===== src/rtl/slider_move_gen_if.sv =====
// Move stream from the slider generator to the move list.
// Valid/ready handshake carrying one (from,to,capture) move.
interface slider_move_gen_if;
  logic       move_valid;
  logic       move_ready;
  logic [5:0] move_from;
  logic [5:0] move_to;
  logic       move_capture;

  modport master (
    output move_valid,
    output move_from,
    output move_to,
    output move_capture,
    input  move_ready
  );

  modport slave (
    input  move_valid,
    input  move_from,
    input  move_to,
    input  move_capture,
    output move_ready
  );
endinterface


===== src/rtl/slider_move_gen.sv =====
// Sequential rook/queen line move emitter.
// Walks sliders lowest-first, one move per handshake.
module slider_move_gen #(
  parameter int COUNT_W = 8
) (
  input  logic               clk,
  input  logic               rst_n,
  input  logic               start,
  input  logic               abort,
  input  logic [63:0]        sliders,
  input  logic [63:0]        own,
  input  logic [63:0]        occupied,
  output logic [63:0]        la_occupied,
  output logic [2:0]         la_file,
  output logic [2:0]         la_rank,
  input  logic [63:0]        la_attack,
  slider_move_gen_if.master  mv,
  output logic               busy,
  output logic               done,
  output logic [COUNT_W-1:0] move_count
);

  typedef enum logic [2:0] {
    S_IDLE,
    S_SELECT,
    S_ATTACK,
    S_EMIT,
    S_DONE
  } state_t;

  state_t      state;
  logic [63:0] pieces_q;
  logic [63:0] own_q;
  logic [63:0] occ_q;
  logic [63:0] tgt_q;
  logic [5:0]  from_q;
  logic [5:0]  to_sq;
  logic        accept;

  function automatic logic [5:0] lsb_idx(input logic [63:0] v);
    logic [5:0] r;
    r = '0;
    for (int i = 63; i >= 0; i--)
      if (v[i]) r = 6'(i);
    return r;
  endfunction

  // Outputs decoded straight from registered state.
  always_comb begin
    to_sq           = lsb_idx(tgt_q);
    mv.move_valid   = (state == S_EMIT) && (tgt_q != '0);
    mv.move_from    = from_q;
    mv.move_to      = to_sq;
    mv.move_capture = occ_q[to_sq];
    accept          = mv.move_valid && mv.move_ready;
    la_occupied     = occ_q;
    la_file         = from_q[2:0];
    la_rank         = from_q[5:3];
    busy            = (state != S_IDLE);
    done            = (state == S_DONE);
  end

  // Control FSM: select piece, query attacks, stream targets.
  always_ff @(posedge clk or negedge rst_n) begin
    if (!rst_n) begin
      state      <= S_IDLE;
      pieces_q   <= '0;
      own_q      <= '0;
      occ_q      <= '0;
      tgt_q      <= '0;
      from_q     <= '0;
      move_count <= '0;
    end else if (abort) begin
      state <= S_IDLE;
      tgt_q <= '0;
    end else begin
      unique case (state)
        S_IDLE: begin
          if (start) begin
            pieces_q   <= sliders;
            own_q      <= own;
            occ_q      <= occupied;
            move_count <= '0;
            state      <= S_SELECT;
          end
        end
        S_SELECT: begin
          if (pieces_q == '0) begin
            state <= S_DONE;
          end else begin
            from_q   <= lsb_idx(pieces_q);
            pieces_q <= pieces_q & (pieces_q - 64'd1);
            state    <= S_ATTACK;
          end
        end
        S_ATTACK: begin
          tgt_q <= la_attack & ~own_q;
          state <= S_EMIT;
        end
        S_EMIT: begin
          if (tgt_q == '0) begin
            state <= S_SELECT;
          end else if (accept) begin
            tgt_q <= tgt_q & (tgt_q - 64'd1);
            if (move_count != '1)
              move_count <= move_count + 1'b1;
          end
        end
        S_DONE: state <= S_IDLE;
        default: state <= S_IDLE;
      endcase
    end
  end

endmodule


===== src/flat_wrapper.sv =====
// flat-port wrapper written by rule: the top's interface ports become plain ports
module slider_move_gen_flat 
#(
  parameter int COUNT_W = 8
)
  (clk, rst_n, start, abort, sliders, own, occupied, la_occupied, la_file, la_rank, la_attack, busy, done, move_count, mv_move_valid, mv_move_from, mv_move_to, mv_move_capture, mv_move_ready);
  slider_move_gen_if mv_i ();
  input  logic clk;
  input  logic rst_n;
  input  logic start;
  input  logic abort;
  input  logic [63:0] sliders;
  input  logic [63:0] own;
  input  logic [63:0] occupied;
  output logic [63:0] la_occupied;
  output logic [2:0] la_file;
  output logic [2:0] la_rank;
  input  logic [63:0] la_attack;
  output logic busy;
  output logic done;
  output logic [COUNT_W-1:0] move_count;
  output wire logic [$bits(mv_i.move_valid)-1:0] mv_move_valid;
  output wire logic [$bits(mv_i.move_from)-1:0] mv_move_from;
  output wire logic [$bits(mv_i.move_to)-1:0] mv_move_to;
  output wire logic [$bits(mv_i.move_capture)-1:0] mv_move_capture;
  input wire logic [$bits(mv_i.move_ready)-1:0] mv_move_ready;
  assign mv_move_valid = mv_i.move_valid;
  assign mv_move_from = mv_i.move_from;
  assign mv_move_to = mv_i.move_to;
  assign mv_move_capture = mv_i.move_capture;
  assign mv_i.move_ready = mv_move_ready;
  slider_move_gen #(.COUNT_W(COUNT_W)) u_core (.clk(clk), .rst_n(rst_n), .start(start), .abort(abort), .sliders(sliders), .own(own), .occupied(occupied), .la_occupied(la_occupied), .la_file(la_file), .la_rank(la_rank), .la_attack(la_attack), .mv(mv_i), .busy(busy), .done(done), .move_count(move_count));
endmodule

===== config.mk =====
export PLATFORM = sky130hd
export DESIGN_NAME = slider_move_gen_flat
export DESIGN_NICKNAME = d
export VERILOG_FILES = /design/src/rtl/slider_move_gen_if.sv /design/src/rtl/slider_move_gen.sv /design/src/flat_wrapper.sv
export SDC_FILE = /design/constraint.sdc
export NUM_CORES = 1
export LEC_CHECK = 0
export ABC_CLOCK_PERIOD_IN_PS = 3150
export BUFFER_PORTS_ARGS = -buffer_cell sky130_fd_sc_hd__buf_4
export CAP_MARGIN = 20
export CORE_MARGIN = 2
export CORE_UTILIZATION = 41
export DETAILED_ROUTE_END_ITERATION = 8
export HOLD_SLACK_MARGIN = 0.03
export PLACE_DENSITY_LB_ADDON = 0.2
export REMOVE_ABC_BUFFERS = 1
export SYNTH_ARGS = -nofsm -noshare
export SYNTH_HDL_FRONTEND = slang
export SYNTH_SLANG_ARGS = --single-unit

===== constraint.sdc =====
create_clock -name clk -period 3.15 [get_ports clk]
set_input_delay 0.315 -clock clk [delete_from_list [all_inputs] [get_ports clk]]
set_output_delay 0.315 -clock clk [all_outputs]
set_load 0.005 [all_outputs]

==> run_results.csv, run 1 <==
group,metric,value,unit
run_status,status,"finished, violations left",
run_status,failed_checks,"negative setup slack",
sta,maxSlewViolCount,0,
clock_tree,cts_sinks,273,
floorplan,num_rows,68,
synth,yosys_warnings,0,
global_routing,antenna_found_initial,6,
cells_and_area,drive_gt1_share,24.8,%
cells_and_area,layout_commonest_cell,"buf_4",
global_routing,grt_pass1_wl,80200,µm
sta,timing.hold.ws,53.7,ps
synth,synth_area_leaders,"dfrtp_1 (48%), nand2_1 (12%), o21ai_0 (5.0%), a22o_1 (3.1%), nor2_1 (2.9%)",
sta,max-slew-margin-rel,25.4,%
floorplan,die_h,191,µm
worst_setup_path,endpoint_kind,"output port",
sta,hold_violations,0,
synth,syn_inst,1686,
sta,worstMarginPinSlew,1120,ps
place,dp.final_hpwl,35800,µm
worst_setup_path,crit_path_max_fanout,8,
floorplan,ios,355,
run,cap_violations,0,
route,wl_per_cell,18.4,µm
cells_and_area,nNetsFinal,2605,
cells_and_area,fillerInstances,2828,
sta,finalClockSkew,15.6,ps
sta,setup_ws,-755,ps
clock_tree,clockBufferDepth,3,
global_routing,grt_start_max_net_pins,93,
pwr,powerDensity,628,mW/mm²
route,route.detailed.drc,0,
sta,fin_crit,3910,ps
synth,syn_avg_cell_area,8.47,µm²
route,vias_per_cell,5.46,
sta,timing.final.crit_share,124,%
route,wl,51900,µm
place,globalplace.congestion,0.909,
synth,yosysSeqAreaShare,47.8,%
pwr,p_leak,0.0104,µW
worst_setup_path,critPathKind,"register to output port",
worst_setup_path,worstPathRequired,2830,ps
place,port_buffers,354,
clock_tree,cts_buffers,31,
clock_tree,cts_tree,"yes",
floorplan,chipWidth,191,µm
clock_tree,cts-root-buf,"clkbuf_16",
sta,finalSetupViolations,1,
synth,async_flop_share,100,%
pwr,ir_drop,0.473,mV
floorplan,die_area,0.0364,mm²
floorplan,start_util,41.5,%
floorplan,core_area,0.0345,mm²
cells_and_area,final_cell_mix,"buf_4 (480), nand2_1 (445), dfrtp_1 (271)",
sta,rsz0062_at_grt,"true",
route,ant_nets,0,
clock_tree,h-tree-depth,1,
synth,synthFlopType,"dfrtp_1",
worst_setup_path,cp-start-kind,"register",
cells_and_area,synthToLayoutAreaGrowth,52.6,%
route,vias,15400,
worst_hold_path,holdCritPathClass,"input port to register",
synth,synth.distinct_cells,70,
synth,yosys.area.top_type,"dfrtp_1",
sta,timing.fmax,256,MHz
place,post-place-ws,-382,ps
global_routing,grt_pass1_vias,15000,
global_routing,overflow,0,
route,first_pass_iters,6,
route,drt_iter0_drc,1000,
global_routing,grt_util_all_layers,27.6,%
synth,synth_edf_count,0,
worst_setup_path,arrival,3590,ps
clock_tree,worstSkewPairLatency,570,ps
synth,synth_top_area_share,47.8,%
synth,synth.cell_area,0.0143,mm²
synth,ys_seq_elements,273,
clock_tree,clkTransAtPathRegs,60,ps
==> Yosys cell counts, types with 10 or more instances <==
cell type and count:
a211oi_1 12, a21oi_1 66, a22o_1 51, a32o_1 27
clkbuf_1 74, dfrtp_1 273, inv_1 67, mux2i_1 34
nand2_1 445, nand2b_1 32, nand3_1 17, nand4_1 10
nor2_1 109, nor2b_1 11, nor3_1 43, nor4_1 46
o21ai_0 144, o31ai_1 17, or3_1 12, or4_1 18
==> flip-flops by register name, indices dropped and copies added (netlist names) <==
name / flops
u_core.own_q: 64
u_core.tgt_q: 64
u_core.move_count: 8
u_core.la_occupied: 64
u_core.mv.move_from: 6
u_core.state: 3
u_core.pieces_q: 64
==> area by class of cell <==
type / count / area [µm²] / area share, %
antenna: 6 / 15.0 / 0.0689
clock buffer: 38 / 832 / 3.82
clock inverter: 18 / 265 / 1.22
inverter: 67 / 251 / 1.15
multi-input combinational: 1254 / 6970 / 31.9
sequential: 273 / 6830 / 31.3
tap: 455 / 569 / 2.61
timing repair buffer: 716 / 6070 / 27.9
==> routing by layer <==
metal | global-route usage [%] | part of all wire [%] | vias to the layer above
met2 | 46.5 | 49 | 593
li1 | - | - | 7284
met3 | 3.75 | 5.4 | 114
met4 | 8.71 | 3.1 | 4
met5 | 0 | 0.048 | -
met1 | 36.8 | 43 | 7432
==> kinds of logic (layout without fill, tap and decap cells) <==
family | after synthesis | after routing | synth area share, %
DFF | 273 | 273 | 47.8
buffers and inverters | 159 | 839 | 4.41
AOI/OAI and AO/OA | 428 | 428 | 20.2
xor gates and xnor gates | 6 | 6 | 0.368
and+or+nand+nor | 785 | 785 | 24.8
adders and majority gates | 1 | 1 | 0.0876
other | 0 | 6 | 0
muxes | 34 | 34 | 2.38
==> what timing repair did <==
action | CTS | global route
cloned | 0 | 1
setup buffers | 1 | 5
hold buffers | 223 | 0
pin swaps | 7 | 10
setup endpoints to repair | 2 | 62
hold endpoints to repair | 292 | 0
gates resized for setup | 13 | 22
==> metrics by stage <==
stage                     cells  cell area, µm²  utilization [%]  TNS [ps]  total power (µW)
after CTS                  2815           21600             62.8      -722             13600
after global routing       2824           21800             63.3      -871             14400
final                      2827           21800             63.3      -755             13700
after global placement     2535           18300             53.0      -377              9280
after detailed placement   2535           18300             53.0      -382              9360
after floorplan            1594           13900                -   -975780              7170
==> worst paths after layout <==
check	startpoint	endpoint	slack [ps]	cells after the start
max	u_core.tgt_q[53]$_DFFE_PN0P_	mv_move_capture	-760	12
min	la_attack[46]	u_core.tgt_q[46]$_DFFE_PN0P_	50	2
max reg2reg	u_core.tgt_q[3]$_DFFE_PN0P_	u_core.tgt_q[60]$_DFFE_PN0P_	140	12
min reg2reg	u_core.own_q[41]$_DFFE_PN0P_	u_core.own_q[41]$_DFFE_PN0P_	470	2
max in group asynchronous	rst_n	u_core.la_occupied[28]$_DFFE_PN0P_	1970	3
min in group asynchronous	rst_n	u_core.tgt_q[51]$_DFFE_PN0P_	330	2
==> power by group <==
group / switching, µW / internal, µW / total, µW
sequential: 799 / 4250 / 5050
combinational: 2330 / 2420 / 4750
clock: 1520 / 2370 / 3890
total: 4650 / 9040 / 13700
==> critical path, stage by stage (launching register included) <==
cell	delay [ps]
dfrtp_2	440
or4_4	530
a21oi_2	130
o31ai_2	80
and3_1	210
o211a_4	330
buf_4	160
mux2i_1	110
a311oi_1	310
o211a_1	250
nand2_1	80
o221ai_2	240
buf_4	150
Power figures use the tool's default switching activity.
==> run 2: changes to the inputs <==
--- a/config.mk
+++ b/config.mk
@@ -5,11 +5,12 @@
 export SDC_FILE = /design/constraint.sdc
 export NUM_CORES = 1
 export LEC_CHECK = 0
+export ABC_AREA = 1
 export ABC_CLOCK_PERIOD_IN_PS = 3150
 export BUFFER_PORTS_ARGS = -buffer_cell sky130_fd_sc_hd__buf_4
 export CAP_MARGIN = 20
 export CORE_MARGIN = 2
-export CORE_UTILIZATION = 41
+export CORE_UTILIZATION = 50
 export DETAILED_ROUTE_END_ITERATION = 8
 export HOLD_SLACK_MARGIN = 0.03
 export PLACE_DENSITY_LB_ADDON = 0.2
==> run 2 against run 1 <==
Net effect: the run still ends with negative setup slack left; cell area up 7.6%; flip-flop and latch count unchanged; sequential power is 12% higher; synthesized area is 6.1% higher; count of clock-buffer cells in the layout up 2; fmax fell by 30%; non-clock buffer count up 96; worst hold slack got worse by 16 ps; sequential share of layout area down 2.2 points; critical endpoint unchanged; largest power group is now combinational cells; highest routed layer unchanged.
==> run_results.csv, run 2 <==
group,metric,value,unit
clock_tree,h-tree-depth,1,
place,dp.cells,3034,
run,cap_violations,0,
pwr,powerDensity,773,mW/mm²
clock_tree,clockBufferDepth,3,
pwr,p_leak,0.0121,µW
route,wl_per_cell,17.6,µm
worst_setup_path,endpoint_kind,"output port",
global_routing,grt_pass1_vias,18100,
clock_tree,cts-root-buf,"clkbuf_16",
worst_setup_path,rr_startpoint,"u_core.pieces_q[62]$_DFFE_PN0P_",
cells_and_area,drive_gt1_share,27.1,%
sta,max-slew-margin-rel,47.8,%
clock_tree,worstSkewPairLatency,570,ps
place,dp.final_hpwl,38000,µm
floorplan,num_rows,63,
cells_and_area,fin_cells,3298,
pwr,switching_power,7180,µW
worst_setup_path,path_buf_inv,3,
worst_setup_path,cp-start-kind,"register",
synth,synthTopCellsByCount,"nand2_1 (574), inv_1 (336), dfrtp_1 (273)",
synth,synth_edf_count,0,
synth,yosys.area.top_type,"dfrtp_1",
synth,yosysSeqAreaShare,45.1,%
global_routing,antenna_found_initial,3,
floorplan,die_area,0.0317,mm²
global_routing,overflow,0,
floorplan,chipWidth,178,µm
worst_setup_path,crit_family,"simple AND/OR/NAND/NOR gates",
clock_tree,clkTransAtPathRegs,60,ps
pwr,seqPwrFrac,31.2,%
route,vias,17900,
run_status,status,"finished, violations left",
synth,synth.distinct_cells,44,
sta,timing.fmax,178,MHz
clock_tree,cts_tree,"yes",
sta,maxSlewViolCount,0,
route,first_pass_iters,6,
floorplan,die_h,178,µm
cells_and_area,final_cell_mix,"buf_4 (599), nand2_1 (562), inv_1 (328)",
worst_hold_path,holdCritPathClass,"input port to register",
pwr,ir_drop,0.638,mV
synth,synth_top_area_share,45.1,%
sta,finalClockSkew,10.3,ps
synth,async_flop_share,100,%
pwr,power.share.clock,20.5,%
clock_tree,cts_sinks,273,
worst_hold_path,hp-start,"sliders[63]",
synth,synthFlopType,"dfrtp_1",
cells_and_area,final_util,78.9,%
worst_setup_path,crit_path_max_fanout,6,
cells_and_area,layout_commonest_cell,"buf_4",
sta,setup_ws,-2470,ps
pwr,power.share.combinational,48.3,%
run_status,failed_checks,"negative setup slack",
floorplan,ios,355,
place,globalplace.congestion,0.947,
sta,hold_violations,0,
worst_setup_path,critPathKind,"register to output port",
route,drt_iter0_drc,1777,
global_routing,grt_pass1_wl,89900,µm
floorplan,core_area,0.0297,mm²
sta,tns,-6640,ps
synth,ys_seq_elements,273,
route,wl,58000,µm
global_routing,grt_start_max_net_pins,91,
cells_and_area,nNetsFinal,3147,
sta,rsz0062_at_grt,"true",
pwr,sw_frac_of_total,39.6,%
route,ant_nets,0,
synth,yosys_warnings,0,
worst_setup_path,cp_slowest_stage_delay,390,ps
synth,syn_avg_cell_area,7.11,µm²
worst_setup_path,worstPathRequired,2830,ps
synth,syn_inst,2131,
sta,worstMarginPinSlew,783,ps
worst_setup_path,setup.worst_path.start,"u_core.tgt_q[62]$_DFFE_PN0P_",
sta,timing.final.crit_share,178,%
floorplan,start_util,51.0,%
sta,timing.hold.ws,37.6,ps
synth,synth_area_leaders,"dfrtp_1 (45%), nand2_1 (14%), inv_1 (8.3%), o21ai_0 (7.9%), nor2_1 (5.1%)",
worst_setup_path,crit_path_frequent_cell,"nand2_1",
synth,synth.most_common_cell,"nand2_1",
cells_and_area,synthToLayoutAreaGrowth,54.8,%
worst_setup_path,arrival,5300,ps
worst_setup_path,slowest_stage,"dfrtp_1",
pwr,internal-power,11000,µW
sta,finalSetupViolations,5,
route,vias_per_cell,5.44,
synth,synth.cell_area,0.0152,mm²
sta,fin_crit,5620,ps
global_routing,grt_util_all_layers,35.6,%
place,port_buffers,354,
clock_tree,cts_buffers,30,
route,route.detailed.drc,0,
==> run 2: cell types whose count changed after synthesis, sizes merged, moves of 18 or more <==
cell / before / now
inv: 67 / 339
nand2: 445 / 577
nand3: 18 / 129
nor2: 109 / 204
o21ai: 153 / 246
nor4: 50 / 9
mux2i: 34 / 0
nand2b: 32 / 0
a22o: 51 / 21
nand4: 10 / 36
a22oi: 8 / 31
a32o: 27 / 5
or4: 18 / 0
==> run 2: tightest hold or removal path, cell delays in order <==
cell and delay, ps:
buf_4 80, nand2_1 80, o21ai_0 90
==> run 2: cells by family (layout without fill, tap and decap cells) <==
group / count (synthesis) / in the layout / synth area share [%]
XOR/XNOR: 1 / 1 / 0.0578
adder cells (fa/ha/maj): 1 / 1 / 0.0825
other: 0 / 2 / 0
buffers and inverters: 439 / 1209 / 11.7
AND/OR/NAND/NOR: 996 / 1001 / 27.1
flip-flops: 273 / 273 / 45.1
AO/OA/AOI/OAI: 421 / 421 / 16.0
==> run 2: path summary, 6_finish.rpt <==
| check | cells past startpoint | slack [ps] | endpoint |
|---|---|---|---|
| worst min-delay path | 3 | 40 | u_core.pieces_q[63]$_DFFE_PN0P_ |
| worst min register to register | 2 | 470 | u_core.own_q[56]$_DFFE_PN0P_ |
| worst max register to register | 48 | -1030 | u_core.mv.move_from[0]$_DFFE_PN0P_ |
| max in group asynchronous | 3 | 1910 | u_core.mv.move_from[2]$_DFFE_PN0P_ |
| worst max-delay path | 73 | -2470 | mv_move_capture |
| min in group asynchronous | 2 | 340 | u_core.own_q[57]$_DFFE_PN0P_ |
==> run 2: stage by stage <==
step                setup WS, ps  cell area, µm²  total power (µW)
floorplan                  -6610           14700              9240
global placement           -1600           19900             12900
detailed placement         -1730           19900             13100
CTS                        -2300           23000             17200
global route               -3230           23500             19200
finish                     -2470           23500             18100
==> run 2: final cells by class <==
cell class	count	area (µm²)
Clock inverter	13	176
Clock buffer	40	850
Fill cell	1969	6260
Tap cell	390	488
Inverter	344	1340
Multi-Input combinational cell	1424	7000
Antenna cell	2	5.00
Sequential cell	273	6830
Timing Repair Buffer	812	6770
==> run 2: metal layers <==
layer | routed length (µm) | vias to the layer above | GRT usage (%)
met1 | 22000 | 8408 | 42.9
met2 | 28300 | 960 | 61.5
met5 | 11 | - | 0
met4 | 3430 | 2 | 18.8
met3 | 4350 | 231 | 5.56
li1 | - | 8342 | -
==> run 2: repair_timing <==
item | in CTS | in global routing
gates cloned | 3 | 6
buffers inserted | 1 | 13
endpoints found under the hold margin | 271 | 0
resized for setup | 36 | 100
endpoints found under the setup margin | 29 | 43
pin swaps | 9 | 43
hold buffers | 188 | 0
==> run 2: power groups by stage <==
stage | registers [µW] | logic (µW) | clock network [µW]
floorplan | 5500 | 3740 | 0
global placement | 5550 | 7320 | 0
detailed placement | 5580 | 7500 | 0
CTS | 5550 | 7950 | 3730
global route | 5770 | 9570 | 3880
finish | 5650 | 8760 | 3720
==> run 3: changes to the inputs <==
--- a/config.mk
+++ b/config.mk
@@ -12,6 +12,7 @@
 export CORE_MARGIN = 2
 export CORE_UTILIZATION = 50
 export DETAILED_ROUTE_END_ITERATION = 8
+export GPL_TIMING_DRIVEN = 0
 export HOLD_SLACK_MARGIN = 0.03
 export PLACE_DENSITY_LB_ADDON = 0.2
 export REMOVE_ABC_BUFFERS = 1
==> run 3 against run 2 <==
Net effect: the run still ends with negative setup slack left; non-clock buffer count down 215; clock power barely moved; via count decreased by 4.9%; cell area is 6.3% lower; cell count fell by 6.3%; highest routed layer unchanged; clock skew grew 10 ps; largest cell class unchanged; critical endpoint unchanged; routed wire length decreased by 5.2%.
==> run_results.csv, run 3 (synthesis gave the netlist of run 2 again) <==
group,metric,value,unit
run_status,status,"finished, violations left",
run_status,failed_checks,"negative setup slack",
sta,rsz0062_at_grt,"true",
clock_tree,cts_sinks,273,
sta,timing.final.crit_share,184,%
place,port_buffers,354,
worst_setup_path,cp_slowest_stage_delay,380,ps
sta,finalSetupViolations,6,
worst_setup_path,r2r-end,"u_core.mv.move_from[0]$_DFFE_PN0P_",
route,vias_per_cell,5.52,
clock_tree,worstSkewPairLatency,570,ps
clock_tree,cts-root-buf,"clkbuf_16",
route,wl_per_cell,17.8,µm
run,cap_violations,0,
worst_setup_path,slowest_stage,"dfrtp_1",
cells_and_area,layout_commonest_cell,"nand2_1",
cells_and_area,synthToLayoutAreaGrowth,45.1,%
worst_setup_path,worstPathRequired,2830,ps
worst_setup_path,endpoint_kind,"output port",
pwr,p_leak,0.0111,µW
worst_setup_path,setup.worst_path.start,"u_core.tgt_q[62]$_DFFE_PN0P_",
worst_setup_path,arrival,5480,ps
cells_and_area,design_area,0.0220,mm²
worst_setup_path,crit_path_frequent_cell,"nand2_1",
route,vias,17100,
pwr,power,16700,µW
place,globalplace.congestion,0.920,
sta,timing.fmax,173,MHz
global_routing,antenna_found_initial,5,
cells_and_area,final_cell_mix,"nand2_1 (564), buf_4 (384), inv_1 (323)",
global_routing,grt_util_all_layers,33.3,%
clock_tree,clockBufferDepth,3,
sta,max-slew-margin-rel,22.8,%
place,place_area,0.0182,mm²
clock_tree,clkTransAtPathRegs,60,ps
route,drt_iter0_drc,1520,
route,route.detailed.drc,0,
global_routing,grt_pass1_wl,84000,µm
cells_and_area,nNetsFinal,2938,
sta,hold_violations,0,
floorplan,ios,355,
sta,finalClockSkew,20.4,ps
sta,maxSlewViolCount,0,
place,dp.final_hpwl,33900,µm
clock_tree,h-tree-depth,1,
floorplan,core_area,0.0297,mm²
floorplan,start_util,51.0,%
route,wl,55000,µm
clock_tree,cts_tree,"yes",
worst_setup_path,endpoint,"mv_move_capture",
worst_setup_path,crit_path_max_fanout,6,
worst_hold_path,holdCritPathClass,"input port to register",
worst_hold_path,min_path_cells,3,
worst_setup_path,ff2ff_path_depth,48,
floorplan,chipWidth,178,µm
global_routing,grt_pass1_vias,16600,
floorplan,die_area,0.0317,mm²
worst_setup_path,critPathKind,"register to output port",
clock_tree,cts_buffers,31,
route,ant_nets,0,
pwr,ir_drop,0.606,mV
global_routing,overflow,0,
floorplan,die_h,178,µm
sta,setup_ws,-2640,ps
cells_and_area,fillerInstances,2133,
sta,worstMarginPinSlew,1150,ps
cells_and_area,drive_gt1_share,21.0,%
worst_setup_path,cp-start-kind,"register",
sta,fin_crit,5790,ps
global_routing,grt_start_max_net_pins,121,
floorplan,num_rows,63,
route,first_pass_iters,6,
worst_setup_path,reg2reg_slack,-990,ps
pwr,powerDensity,759,mW/mm²
worst_setup_path,rr_startpoint,"u_core.pieces_q[62]$_DFFE_PN0P_",
[run 3: final cells by class]
type / instances / area (µm²) / share of cell area, %
Timing Repair Buffer: 597 / 5170 / 23.5
Sequential cell: 273 / 6840 / 31.1
Clock inverter: 13 / 174 / 0.791
Antenna cell: 3 / 7.51 / 0.0341
Inverter: 344 / 1360 / 6.19
Clock buffer: 42 / 877 / 3.99
Timing Repair inverter: 1 / 11.3 / 0.0512
Tap cell: 390 / 488 / 2.22
Multi-Input combinational cell: 1428 / 7070 / 32.2
[run 3: how the worst min path moves through the flow]
| stage | to | startpoint | slack [ps] |
|---|---|---|---|
| 4_1_cts | u_core.pieces_q[6]$_DFFE_PN0P_ | sliders[6] | 60 |
| 6_report | u_core.pieces_q[6]$_DFFE_PN0P_ | sliders[6] | 80 |
| 2_1_floorplan | u_core.la_occupied[0]$_DFFE_PN0P_ | rst_n | 20 |
| 5_1_grt | u_core.pieces_q[6]$_DFFE_PN0P_ | sliders[6] | 70 |
| 3_3_place_gp | u_core.own_q[42]$_DFFE_PN0P_ | u_core.own_q[42]$_DFFE_PN0P_ | 460 |
| 3_5_place_dp | u_core.own_q[61]$_DFFE_PN0P_ | rst_n | 340 |
[run 3: what timing repair did]
| action | CTS | global route |
|---|---|---|
| setup endpoints to repair | 265 | 100 |
| resized for setup | 72 | 59 |
| hold endpoints to repair | 268 | 0 |
| pin swaps | 23 | 11 |
| gates cloned | 8 | 2 |
| setup buffers | 24 | 13 |
| hold buffers | 193 | 0 |
[run 3: critical path, delay by kind of cell (launching register included)]
kind	cells	cell delay (ps)
AND/OR/NAND/NOR	70	4190
flip-flops	1	380
buffers and inverters	3	310
[run 3: where the power goes]
| group | leakage, µW | total [µW] | switching (µW) | internal [µW] |
|---|---|---|---|---|
| Combinational | 0.00721 | 7180 | 4250 | 2930 |
| Clock | 0.000516 | 3740 | 1480 | 2260 |
| Sequential | 0.00338 | 5780 | 1060 | 4720 |
| Total | 0.0111 | 16700 | 6790 | 9910 |
[run 3: per-layer routing]
metal	global-route usage, %	vias to the layer above	routed length [µm]
li1	-	7952	-
met1	41.0	8052	21300
met2	56.2	869	26600
met3	5.29	187	3990
met4	17.9	4	3090
met5	0	-	24
[run 3: stage by stage]
stage	std cells	hold slack (ps)	TNS (ps)	util, %	setup WS (ps)
2_1_floorplan	2036	19.4	-1404090	-	-6610
3_3_place_gp	2780	457	-3163720	60.1	-13270
3_5_place_dp	2793	345	-153800	61.1	-2270
4_1_cts	3073	57.3	-6610	73.0	-2510
5_1_grt	3091	73.8	-10720	74.0	-3260
6_report	3091	80.8	-6970	74.0	-2640
